**src/rtl/shift_ctrl_if.sv**
```systemverilog
// Handshake bundle between the main control FSM (master) and the shift sequencer (slave).
// Carries the start/op request and every control output that steers the shift datapath.
interface shift_ctrl_if;
  logic       start;
  logic [2:0] op;
  logic       busy;
  logic [1:0] shift_amt_sel;
  logic       shift_src_sel;
  logic [2:0] shift_cmd;
  logic       reg_write;
  logic       done;
  logic       illegal_op;

  modport master (
    output start, op,
    input  busy, shift_amt_sel, shift_src_sel, shift_cmd, reg_write, done, illegal_op
  );

  modport slave (
    input  start, op,
    output busy, shift_amt_sel, shift_src_sel, shift_cmd, reg_write, done, illegal_op
  );
endinterface

```
**src/rtl/shift_ctrl.sv**
```systemverilog
// Multicycle sequencer for the shift datapath: LOAD -> [MEMWAIT] -> SHIFT -> WB.
// Every output is a flop loaded from the decode of the next state and the next latched op.
module shift_ctrl #(
  parameter int unsigned MEM_LAT = 2
) (
  input  logic         clk,
  input  logic         reset,
  shift_ctrl_if.slave  bus
);

  typedef enum logic [2:0] {
    S_IDLE    = 3'd0,
    S_LOAD    = 3'd1,
    S_MEMWAIT = 3'd2,
    S_SHIFT   = 3'd3,
    S_WB      = 3'd4
  } state_e;

  localparam logic [2:0] OP_SLLM    = 3'd6;
  localparam logic [2:0] OP_ILLEGAL = 3'd7;
  localparam bit         USE_MEMWAIT = (MEM_LAT > 32'd0);
  localparam logic [3:0] CNT_INIT    = USE_MEMWAIT ? 4'(MEM_LAT - 32'd1) : 4'd0;

  // Amount-mux select: imm ops 0..2, regB ops 3..5, mem op 6.
  function automatic logic [1:0] amt_sel_f(input logic [2:0] op);
    case (op)
      3'd0, 3'd1, 3'd2: amt_sel_f = 2'b01;
      3'd3, 3'd4, 3'd5: amt_sel_f = 2'b00;
      3'd6:             amt_sel_f = 2'b10;
      default:          amt_sel_f = 2'b00;
    endcase
  endfunction

  function automatic logic src_sel_f(input logic [2:0] op);
    case (op)
      3'd0, 3'd1, 3'd2: src_sel_f = 1'b1;
      default:          src_sel_f = 1'b0;
    endcase
  endfunction

  function automatic logic [2:0] shift_cmd_f(input logic [2:0] op);
    case (op)
      3'd0, 3'd3, 3'd6: shift_cmd_f = 3'b010;
      3'd1, 3'd4:       shift_cmd_f = 3'b011;
      3'd2, 3'd5:       shift_cmd_f = 3'b100;
      default:          shift_cmd_f = 3'b000;
    endcase
  endfunction

  state_e     state_q, state_d;
  logic [2:0] op_q, op_d;
  logic [3:0] cnt_q, cnt_d;
  logic       busy_q, busy_d;
  logic [1:0] amt_sel_q, amt_sel_d;
  logic       src_sel_q, src_sel_d;
  logic [2:0] cmd_q, cmd_d;
  logic       reg_write_q, reg_write_d;
  logic       done_q, done_d;
  logic       illegal_q, illegal_d;

  // Next-state, op latch and MEMWAIT counter.
  always_comb begin
    state_d   = state_q;
    op_d      = op_q;
    cnt_d     = cnt_q;
    illegal_d = 1'b0;
    case (state_q)
      S_IDLE: begin
        if (bus.start) begin
          if (bus.op == OP_ILLEGAL) begin
            illegal_d = 1'b1;
          end else begin
            op_d    = bus.op;
            state_d = S_LOAD;
          end
        end else begin
          state_d = S_IDLE;
        end
      end
      S_LOAD: begin
        if ((op_q == OP_SLLM) && USE_MEMWAIT) begin
          state_d = S_MEMWAIT;
          cnt_d   = CNT_INIT;
        end else begin
          state_d = S_SHIFT;
        end
      end
      S_MEMWAIT: begin
        if (cnt_q == 4'd0) begin
          state_d = S_SHIFT;
        end else begin
          cnt_d = cnt_q - 4'd1;
        end
      end
      S_SHIFT: state_d = S_WB;
      S_WB:    state_d = S_IDLE;
      default: state_d = S_IDLE;
    endcase
  end

  // Moore decode of the upcoming state so the outputs can be registered without extra latency.
  always_comb begin
    busy_d      = 1'b0;
    amt_sel_d   = 2'b00;
    src_sel_d   = 1'b0;
    cmd_d       = 3'b000;
    reg_write_d = 1'b0;
    done_d      = 1'b0;
    if (state_d != S_IDLE) begin
      busy_d    = 1'b1;
      amt_sel_d = amt_sel_f(op_d);
      src_sel_d = src_sel_f(op_d);
    end else begin
      busy_d = 1'b0;
    end
    case (state_d)
      S_LOAD:  cmd_d = 3'b001;
      S_SHIFT: cmd_d = shift_cmd_f(op_d);
      S_WB: begin
        reg_write_d = 1'b1;
        done_d      = 1'b1;
      end
      default: cmd_d = 3'b000;
    endcase
  end

  // State and output registers; reset overrides any pending start.
  always_ff @(posedge clk) begin
    if (reset) begin
      state_q     <= S_IDLE;
      op_q        <= 3'd0;
      cnt_q       <= 4'd0;
      busy_q      <= 1'b0;
      amt_sel_q   <= 2'b00;
      src_sel_q   <= 1'b0;
      cmd_q       <= 3'b000;
      reg_write_q <= 1'b0;
      done_q      <= 1'b0;
      illegal_q   <= 1'b0;
    end else begin
      state_q     <= state_d;
      op_q        <= op_d;
      cnt_q       <= cnt_d;
      busy_q      <= busy_d;
      amt_sel_q   <= amt_sel_d;
      src_sel_q   <= src_sel_d;
      cmd_q       <= cmd_d;
      reg_write_q <= reg_write_d;
      done_q      <= done_d;
      illegal_q   <= illegal_d;
    end
  end

  assign bus.busy          = busy_q;
  assign bus.shift_amt_sel = amt_sel_q;
  assign bus.shift_src_sel = src_sel_q;
  assign bus.shift_cmd     = cmd_q;
  assign bus.reg_write     = reg_write_q;
  assign bus.done          = done_q;
  assign bus.illegal_op    = illegal_q;

endmodule

```
**src/flat_wrapper.sv**
```systemverilog
// flat-port wrapper written by rule: the top's interface ports become plain ports
module shift_ctrl_flat 
#(
  parameter int unsigned MEM_LAT = 2
)
  (clk, reset, bus_start, bus_op, bus_busy, bus_shift_amt_sel, bus_shift_src_sel, bus_shift_cmd, bus_reg_write, bus_done, bus_illegal_op);
  shift_ctrl_if bus_i ();
  input  logic clk;
  input  logic reset;
  input wire logic [$bits(bus_i.start)-1:0] bus_start;
  input wire logic [$bits(bus_i.op)-1:0] bus_op;
  output wire logic [$bits(bus_i.busy)-1:0] bus_busy;
  output wire logic [$bits(bus_i.shift_amt_sel)-1:0] bus_shift_amt_sel;
  output wire logic [$bits(bus_i.shift_src_sel)-1:0] bus_shift_src_sel;
  output wire logic [$bits(bus_i.shift_cmd)-1:0] bus_shift_cmd;
  output wire logic [$bits(bus_i.reg_write)-1:0] bus_reg_write;
  output wire logic [$bits(bus_i.done)-1:0] bus_done;
  output wire logic [$bits(bus_i.illegal_op)-1:0] bus_illegal_op;
  assign bus_i.start = bus_start;
  assign bus_i.op = bus_op;
  assign bus_busy = bus_i.busy;
  assign bus_shift_amt_sel = bus_i.shift_amt_sel;
  assign bus_shift_src_sel = bus_i.shift_src_sel;
  assign bus_shift_cmd = bus_i.shift_cmd;
  assign bus_reg_write = bus_i.reg_write;
  assign bus_done = bus_i.done;
  assign bus_illegal_op = bus_i.illegal_op;
  shift_ctrl #(.MEM_LAT(MEM_LAT)) u_core (.clk(clk), .reset(reset), .bus(bus_i));
endmodule
```
**config.mk**
```make
export PLATFORM = sky130hd
export DESIGN_NAME = shift_ctrl_flat
export DESIGN_NICKNAME = d
export VERILOG_FILES = /design/src/rtl/shift_ctrl_if.sv /design/src/rtl/shift_ctrl.sv /design/src/flat_wrapper.sv
export SDC_FILE = /design/constraint.sdc
export NUM_CORES = 1
export LEC_CHECK = 0
export ABC_CLOCK_PERIOD_IN_PS = 1800
export CAP_MARGIN = 20
export CORE_UTILIZATION = 44
export DETAILED_ROUTE_END_ITERATION = 10
export PLACE_DENSITY = 0.81
export SLEW_MARGIN = 10
export SYNTH_ARGS = -nofsm -noshare
export SYNTH_HDL_FRONTEND = slang
export SYNTH_SLANG_ARGS = --single-unit
```
**constraint.sdc**
```tcl
create_clock -name clk -period 1.8 [get_ports clk]
set_input_delay 0.36 -clock clk [delete_from_list [all_inputs] [get_ports clk]]
set_output_delay 0.36 -clock clk [all_outputs]
set_load 0.01 [all_outputs]
```
==> impl_results.md <==
* Depth of the worst register-to-register path at 5
* Most frequent cells in the layout: dfxtp_1 (19), buf_4 (18), clkdlybuf4s50_1 (14)
* Die H at 45.7 µm
* R2R setup slack at -20 ps
* GR Overflow Total at 0
* Total CTS buffers at 3
* Synth Area in Adders at between 2 and 3%
* Tot GR Track Use at between 20 and 25%
* Failing checks: negative setup slack
* CTS tree: yes
* Root buffer cell: clkbuf_4
* Routability cong. at around 0.84
* Sw frac at around two fifths
* Critical path endpoint: u_core.bus.shift_cmd[1]$_SDFF_PP0_
* Largest net degree at the start of global routing at 12
* Critical Path RT at roughly 2000 ps
* I/O Buffers at 15
* Complex-gate fraction of the synthesized area at between 10% and 20%
* Dpl cell area at between 1000 and 1500 µm²
* Avg Cell Area, Syn at 9.46 µm²
* Largest cells by area after synthesis: dfxtp_1 (45%), nor2_1 (4.5%), a21oi_1 (3.6%)
* Layout net count at 129
* Seq pwr share at 28.2%
* Internal power at between 0.001 and 0.0015 W
* Syn. warnings at 0
* Mux contribution to synthesized area at 0%
* Minimum clock period at ~1800 ps
* Design area at between 1000 and 1500 µm²
* Register area share after synthesis at a little under half
* Ant diodes at 0
* Die area at ~2100 µm²
* Net switching power figure at 0.000856 W
* Status: finished with violations
* Design Power at 0.00216 W
* Crit share post-route at 101%
* First-pass detailed-route iteration total at 4
* Synth area leader: dfxtp_1
* Post-Place Setup Slack at -483 ps
* Final max-slew violation count at 0
* Setup CP Type: flop to flop
* Rows at 15
* Clock skew at roughly 1.4 ps
* Core Box Area at about 1800 µm²
* Avg Vias per Cell at 5.25
* Critical path startpoint: u_core.state_q[2]$_SDFF_PP0_
* Clock Pin Slew Worst Setup and Hold Paths at around 110 ps
* Placed Cells at 140
* Syn_nets at 97
* Commonest non-fill, non-tap cell in the layout: dfxtp_1
* Final setup viols at 5
* Die span in x at 45.7 µm
* Clk pwr share at about 10%
* XOR/XNOR share of the synthesized area at under 10%
* Crit path arrival time at a little over 2000 ps
* Worst hold start: u_core.cnt_q[0]$_SDFFE_PP0P_
* Worst Setup Slack, final at -24.2 ps
* ANT nets after route at 0
* Setup crit end kind: flop
* Largest family of logic cells by synthesized area: simple AND/OR/NAND/NOR gates
* Vias in the first global route at around 720
* Logic gate share of total power at 61.5%
* Io pins at 16
* Synth Register Bits at 19
* Pwr Density at 1800 nW/µm²
* Critical R2R Launch: u_core.state_q[2]$_SDFF_PP0_
* Cells after Synth at 89
* Starting Density at a little under half
* Drt initial violations at 20
* Antenna violations before repair at 0
* Crit start category: flop
* Max_slew headroom at between 60% and 70%
* Synth Area in Simple Gates at 24.8%
* Slew @ Worst Pin at ~460 ps
* Routed len/inst at roughly 13 µm
* Peak Freq at between 0.5 and 0.6 GHz
* Post-Synthesis Cell Area at between 800 and 900 µm²
* First-pass GRT wire length at between 3000 and 4000 µm
* RSZ-0062 raised after global routing: yes
* # DRC at 0
* Final hold violations at 0
* Clk Latency, worst-skew pair at 300 ps
* Post-CTS Hold Buffers at 0
* H-tree depth at 1
* Final WL at between 1500 and 2000 µm
* Clock Path Buffers at 2
* Peak VDD IR at about 1.3 mV
* Fin util at 67.9%
* Yosys top cell area share at a little under half
* Final Non-Filler Cells at around 150
* Via count at 761
* P_leak at between 0.4 and 0.5 nW
* RR Endpoint: u_core.bus.shift_cmd[1]$_SDFF_PP0_
* Final HPWL DP at around 1300 µm
* CTS Sinks at 19
* P&R area growth vs syn at 42.3%
* Yosys cell types at 34
* Max cap viols at 0
* Crit Path Max Fanout at 6
* Layout cell share with drive strength beyond 1 at roughly 30%
* Hold WC Path Type: flop to flop
## per-layer routing
layer | share of wire (%) | GRT usage [%] | up-vias
met5 | 0 | 0 | -
met4 | 2.5 | 12.9 | 0
met3 | 3.8 | 6.35 | 4
met2 | 51 | 35.7 | 19
met1 | 43 | 25.9 | 353
li1 | - | - | 385
## critical path: stages (launching register included)
cell,delay [ps]
dfxtp_1,330
or4b_4,590
nor2b_4,200
o22ai_4,90
or3_4,400
o2111a_1,120
## cells by family (layout without fill, tap and decap cells)
family | count (synthesis) | after routing
buf+inv | 10 | 41
xor+xnor | 2 | 2
compound gates | 21 | 21
flops | 19 | 19
simple gates | 35 | 35
fa+ha+maj | 2 | 2
## power groups by stage
| stage | Clock (W) | Combinational (W) | Sequential, W |
|---|---|---|---|
| detailed placement | 0 | 0.00116 | 0.000615 |
| CTS | 0.000223 | 0.00124 | 0.000605 |
| finish | 0.000222 | 0.00133 | 0.000609 |
| floorplan | 0 | 0.000726 | 0.000628 |
| global route | 0.000242 | 0.00145 | 0.000623 |
| global placement | 0 | 0.00112 | 0.000612 |
## layout make-up
class,instances,area (µm²)
Tap cell,25,31.3
Inverter,4,15.0
Sequential cell,19,380
Fill cell,146,566
Multi-Input combinational cell,60,460
Clock buffer,3,22.5
Clock inverter,1,5.00
Timing Repair Buffer,33,284
## how the worst min path moves through the flow
stage                              endpoint  slack, ps  cells after the start
2_1_floorplan  u_core.state_q[2]$_SDFF_PP0_        440                      1
3_3_place_gp   u_core.cnt_q[0]$_SDFFE_PP0P_        460                      2
3_5_place_dp   u_core.cnt_q[0]$_SDFFE_PP0P_        470                      2
4_1_cts        u_core.cnt_q[0]$_SDFFE_PP0P_        480                      2
5_1_grt        u_core.cnt_q[0]$_SDFFE_PP0P_        530                      2
6_report       u_core.cnt_q[0]$_SDFFE_PP0P_        480                      2
## flip-flops by register name (all words and copies together), names as in the netlist
register and count:
u_core.op_q 3, u_core.cnt_q 4, u_core.bus.illegal_op 1, u_core.bus.busy 1, u_core.bus.shift_cmd 3, u_core.state_q 3, u_core.bus.shift_amt_sel 2, u_core.bus.reg_write 1
u_core.bus.shift_src_sel 1
## Yosys cell counts
master,count
dfxtp_1,19
nor2_1,10
a21oi_1,6
inv_1,4
nand2_1,4
nor3_1,4
nand3_1,3
o22ai_1,3
a2bb2oi_1,2
buf_2,2
buf_6,2
ha_1,2
nand2b_1,2
nor3b_1,2
nor4bb_1,2
o21ai_0,2
o22a_1,2
xnor2_1,2
a311oi_1,1
a31oi_1,1
and3b_1,1
buf_4,1
clkbuf_1,1
nand3b_1,1
nand4b_1,1
nor2b_4,1
nor4_1,1
o2111a_1,1
o21ba_2,1
o22ai_2,1
o2bb2ai_1,1
or3_1,1
or3b_2,1
or4b_4,1
## per-stage QoR
stage               hold slack, ps  setup TNS (ps)
global placement               460           -3020
detailed placement             465           -3500
global route                   529            -439
finish                         479            -102
floorplan                      438            -258
CTS                            480           -43.7
## what timing repair did
action / 4_1_cts / 5_1_grt
setup buffers: 1 / 0
gates cloned: 0 / 0
setup endpoints to repair: 7 / 7
gates resized for setup: 5 / 7
pin swaps: 7 / 0
No activity file was read; power rests on OpenSTA's default activity.
